[src/rtl/store_unit.sv]
// store_unit: accepts one store, computes rs1 + sext(imm), checks alignment and
// funct3, then drives a single-beat write with lane-replicated data and strobes.
module store_unit #(
    parameter int unsigned TIMEOUT_CYCLES = 16,
    parameter int unsigned CNT_W          = 8
) (
    input  logic        clk,
    input  logic        rst,
    input  logic        st_valid,
    output logic        st_ready,
    input  logic [31:0] rs1_data,
    input  logic [31:0] rs2_data,
    input  logic [11:0] imm,
    input  logic [2:0]  funct3,
    output logic        mem_req,
    output logic [31:0] mem_addr,
    output logic [31:0] mem_wdata,
    output logic [3:0]  mem_wstrb,
    input  logic        mem_ready,
    output logic        done,
    output logic        err,
    output logic [31:0] err_addr
);

    localparam int unsigned ADDR_W = 32;
    localparam logic [CNT_W-1:0] TO_LAST = CNT_W'(TIMEOUT_CYCLES - 1);
    localparam bit TO_EN = (TIMEOUT_CYCLES != 0);

    typedef enum logic [1:0] {
        S_IDLE  = 2'd0,
        S_REQ   = 2'd1,
        S_RESP  = 2'd2,
        S_FAULT = 2'd3
    } state_t;

    state_t             state;
    state_t             state_d;
    logic [CNT_W-1:0]   cnt;
    logic [CNT_W-1:0]   cnt_d;
    logic [1:0]         ea_lo;
    logic [1:0]         ea_lo_d;
    logic [ADDR_W-1:0]  addr_d;
    logic [31:0]        wdata_d;
    logic [3:0]         wstrb_d;
    logic [ADDR_W-1:0]  err_addr_d;

    logic [ADDR_W-1:0]  ea_c;
    logic               fault_c;
    logic [31:0]        wdata_c;
    logic [3:0]         wstrb_c;
    logic               timeout_c;

    // Accept only from IDLE, and never while reset is asserted.
    assign st_ready = (state == S_IDLE) && !rst;

    // Effective address, fault decode and lane/strobe formatting of the offered store.
    always_comb begin
        ea_c    = rs1_data + {{20{imm[11]}}, imm};
        fault_c = 1'b0;
        wdata_c = rs2_data;
        wstrb_c = 4'b1111;
        case (funct3)
            3'b000: begin
                wdata_c = {4{rs2_data[7:0]}};
                wstrb_c = 4'b0001 << ea_c[1:0];
            end
            3'b001: begin
                fault_c = ea_c[0];
                wdata_c = {2{rs2_data[15:0]}};
                wstrb_c = ea_c[1] ? 4'b1100 : 4'b0011;
            end
            3'b010: begin
                fault_c = |ea_c[1:0];
            end
            default: begin
                fault_c = 1'b1;
            end
        endcase
    end

    // Stall limit reached on the current cycle of REQ.
    assign timeout_c = TO_EN && (cnt == TO_LAST);

    // Next-state and next-value logic; every register holds by default.
    always_comb begin
        state_d    = state;
        cnt_d      = cnt;
        ea_lo_d    = ea_lo;
        addr_d     = mem_addr;
        wdata_d    = mem_wdata;
        wstrb_d    = mem_wstrb;
        err_addr_d = err_addr;
        case (state)
            S_IDLE: begin
                if (st_valid) begin
                    if (fault_c) begin
                        err_addr_d = ea_c;
                        state_d    = S_FAULT;
                    end else begin
                        addr_d  = {ea_c[31:2], 2'b00};
                        wdata_d = wdata_c;
                        wstrb_d = wstrb_c;
                        ea_lo_d = ea_c[1:0];
                        cnt_d   = '0;
                        state_d = S_REQ;
                    end
                end
            end
            S_REQ: begin
                if (mem_ready) begin
                    state_d = S_RESP;
                end else if (timeout_c) begin
                    err_addr_d = mem_addr | {30'd0, ea_lo};
                    state_d    = S_FAULT;
                end else begin
                    cnt_d = cnt + CNT_W'(1);
                end
            end
            S_RESP:  state_d = S_IDLE;
            S_FAULT: state_d = S_IDLE;
            default: state_d = S_IDLE;
        endcase
    end

    // State register.
    always_ff @(posedge clk) begin
        if (rst) begin
            state <= S_IDLE;
        end else begin
            state <= state_d;
        end
    end

    // Datapath and registered status outputs decoded from the next state.
    always_ff @(posedge clk) begin
        if (rst) begin
            cnt       <= '0;
            ea_lo     <= '0;
            mem_addr  <= '0;
            mem_wdata <= '0;
            mem_wstrb <= '0;
            err_addr  <= '0;
            mem_req   <= 1'b0;
            done      <= 1'b0;
            err       <= 1'b0;
        end else begin
            cnt       <= cnt_d;
            ea_lo     <= ea_lo_d;
            mem_addr  <= addr_d;
            mem_wdata <= wdata_d;
            mem_wstrb <= wstrb_d;
            err_addr  <= err_addr_d;
            mem_req   <= (state_d == S_REQ);
            done      <= (state_d == S_RESP);
            err       <= (state_d == S_FAULT);
        end
    end

endmodule

[config.mk]
export PLATFORM = sky130hd
export DESIGN_NAME = store_unit
export DESIGN_NICKNAME = d
export VERILOG_FILES = /design/src/rtl/store_unit.sv
export SDC_FILE = /design/constraint.sdc
export NUM_CORES = 1
export LEC_CHECK = 0
export BUFFER_PORTS_ARGS = -buffer_cell sky130_fd_sc_hd__clkbuf_2
export CAP_MARGIN = 30
export CORE_ASPECT_RATIO = 0.5
export CORE_UTILIZATION = 50
export DETAILED_ROUTE_END_ITERATION = 8
export PLACE_DENSITY = 0.78
export SLEW_MARGIN = 20
export SYNTH_ARGS = -nofsm -noshare
export SYNTH_HDL_FRONTEND = slang
export SYNTH_SLANG_ARGS = --single-unit
[constraint.sdc]
create_clock -name clk -period 5.75 [get_ports clk]
set_clock_uncertainty 0.15 [all_clocks]
set_input_delay 0.2875 -clock clk [delete_from_list [all_inputs] [get_ports clk]]
set_output_delay 0.2875 -clock clk [all_outputs]
set_load 0.005 [all_outputs]
==> key figures <==
Drt
  • Iteration-0 DRC Markers: 481
  • Final Routed Wirelength: 18300 microns
  • Vias: 6509
  • Drt pass-1 iters: 5
  • # DRC: 0
  • Antenna-violating nets left: 0
  • Wire per inst: 16.07 microns
  • Vias per cell: 5.715

Hold path
  • Hold WC Path Type: input port to flop

STA
  • WHS: -3.185 ps
  • Worst Tran Pin Value: 838.9 ps
  • # setup viols final: 0
  • Tmin final: 2973 ps
  • TNS Setup: 0 ps
  • Crit share post-route: 0.5170
  • FMAX: 0.3364 GHz
  • Slew Viols, Final: 0
  • Rel. slew slack: 0.4407
  • Unrepaired setup endpoints after global routing: false
  • Final hold vios: 1

Setup path
  • CP cell instances: clkbuf_2 > ha_1 > inv_1 > fa_1 > nand2b_1 > a21oi_1 > nor2_1 > nor3_2 > buf_4 > nor2_1 > a22o_1
  • Crit path launch type: input port
  • Maximum fanout along the worst path: 84
  • CP dominant cell by count: nor2_1
  • Critical path arrival: 3130 ps
  • Worst endpoint required time: 5900 ps
  • Crit path kind: input port to flop
  • Crit-path slowest cell: buf_4
  • Critical Path Max Stage Delay: 670 ps
  • CP Capture Type: flop

Placed design
  • # port buffers: 184
  • Hpwl dp: 12890 microns
  • Gpl congestion: 0.8974

Yosys
  • Post-synthesis sequential area ratio: 0.3564
  • Fraction of registers with async set/reset: 0
  • Ys flop type: dfxtp_1
  • Mean Syn Cell Area: 7.974 sq um
  • Yosys reg bits: 113
  • Yosys warnings: 0
  • Syn Inst Count: 796
  • Post-synth EDFFs: 0
  • Yosys cell types: 64
  • Mapped Area: 0.006347 sq mm

Pwr
  • Pleak: 3.414 nW
  • Power density cells: 311.3 mW/mm^2
  • Peak VDD IR: 0.2090 mV

Clock tree
  • CTS tree: yes
  • Number of buffers created by CTS: 17
  • CTS Root Cell: clkbuf_16
  • Worst-Skew Late Latency: 420 ps
  • Clock-pin slew on the worst setup and hold paths: 60 ps
  • Htree depth: 4
  • Post-CTS Setup Bufs: 0
  • CTS Buffer Depth: 2
  • CTS sink cnt: 113

Floorplanning
  • Die Width: 161.3 microns
  • Core box area: 0.01209 sq mm
  • Die height: 81.67 microns
  • Initial Utilization: 0.5252
  • Ports: 187
  • Die area: 0.01318 sq mm
  • Core Rows: 28

Layout
  • Final Util: 0.6660
  • # nets final: 1077
  • N_diodes: 0
  • Number of fill cells: 1039
  • Share of cells above drive strength 1: 0.2505
  • Syn-to-layout area delta: 26.83%

Run
  • Max cap viols: 0

Outcome
  • Failing checks: hold timing
  • Status: complete, but fails checks

Global routing
  • Pin count of the biggest net entering global routing: 103
  • Vias in the first global route: 5852
  • Remaining global-route overflow: 0
  • First-pass GRT wire length: 28300 microns
  • Antenna violations before repair: 0
  • All-layer global routing usage: 0.2720
sequential cells by signal, summed over array words and instances (netlist names):
register / count
mem_req: 1
err_addr: 32
cnt: 8
state: 2
mem_wdata: 32
err: 1
done: 1
mem_wstrb: 4
ea_lo: 2
mem_addr: 30
worst max-delay path: cells and delay by family:
family / cells / cell delay (ps)
AOI/OAI and AO/OA: 2 / 510
adders and majority gates: 2 / 790
buffers and inverters: 3 / 820
and+or+nand+nor: 4 / 680
layout make-up:
type / instances / area [sq um] / share of cell area
sequential: 113 / 2262 / 0.2810
clock buffer: 23 / 488.0 / 0.06062
clock inverter: 9 / 128.9 / 0.01601
tap: 165 / 206.4 / 0.02565
inverter: 11 / 41.29 / 0.005129
multi-input combinational: 618 / 3817 / 0.4742
timing repair buffer: 200 / 1106 / 0.1374
layout by cell type, fill, tap and decap left out, types with 20 or more instances in the layout:
cell	n
clkbuf_2	183
dfxtp_1	113
a21oi_1	73
nand2_1	141
o21ai_0	34
a311oi_1	20
nor2_1	77
xnor2_1	25
a211oi_1	24
ha_1	32
power breakdown:
part / switching (W) / total (W) / internal (W)
Combinational: 0.000329 / 0.000547 / 0.000218
Sequential: 0.0000345 / 0.000873 / 0.000839
Clock: 0.000362 / 0.00109 / 0.000725
Total: 0.000725 / 0.00251 / 0.00178
stage by stage:
step	worst slack [ps]	cell area, sq um	cells	total power, W	hold WS, ps
finish	2777	8050	1139	0.002506	-3.185
global route	2536	8050	1139	0.002608	22.62
CTS	2648	7980	1136	0.002497	0.1190
detailed placement	2253	7303	1098	0.001415	299.3
global placement	2360	7296	1097	0.001404	292.9
floorplan	2966	6351	797	0.001235	235.1
path summary, 6_finish.rpt:
path                                          startpoint                          to  slack, ps  depth (start not counted)
worst max-delay path                              imm[0]   mem_addr[29]$_SDFFE_PP0P_       2780                         11
worst min-delay path                        rs2_data[19]  mem_wdata[19]$_SDFFE_PP0P_         -3                          3
worst max register to register       cnt[7]$_SDFFE_PP0P_   err_addr[31]$_SDFFE_PP0P_       3130                          7
worst min register to register  err_addr[1]$_SDFFE_PP0P_    err_addr[1]$_SDFFE_PP0P_        300                          2
logic make-up after synthesis:
logic type	after synthesis	share of synthesized area
buf+inv	66	0.04553
compound gates	248	0.2647
mux	17	0.02681
flops	113	0.3564
simple gates	283	0.1914
other cells	1	0.0005908
fa+ha+maj	33	0.06623
xor+xnor	35	0.04829
metal layers:
metal,track usage,vias to the layer above,share of wire
li1,-,3200,-
met1,0.3539,3066,0.47
met2,0.4543,221,0.47
met3,0.05859,22,0.052
met4,0.08962,0,0.013
met5,0,-,0
what timing repair did:
| action | CTS | global route |
|---|---|---|
| gates resized for setup | 0 | 0 |
| hold buffers | 6 | 0 |
| endpoints found under the hold margin | 6 | 0 |
synth_stat cells, drive strengths merged (6+ instances only):
| master | count | area [sq um] |
|---|---|---|
| a211oi | 24 | 180.2 |
| a21o | 8 | 60.06 |
| ha | 32 | 400.4 |
| nor2 | 78 | 292.8 |
| o21a | 6 | 45.04 |
| a311oi | 22 | 205.2 |
| nor2b | 9 | 63.81 |
| buf | 13 | 90.08 |
| nand2 | 141 | 529.3 |
| a221oi | 10 | 93.84 |
| mux2i | 17 | 170.2 |
| dfxtp | 113 | 2262 |
| nand3 | 9 | 45.04 |
| inv | 11 | 41.29 |
| xnor2 | 25 | 219.0 |
| a22o | 6 | 52.55 |
| o21ai | 46 | 230.2 |
| clkbuf | 42 | 157.7 |
| o211ai | 16 | 120.1 |
| a21oi | 79 | 432.9 |
| nor3 | 16 | 85.08 |
| xor2 | 10 | 87.58 |
(Power assumes the default switching activity.)
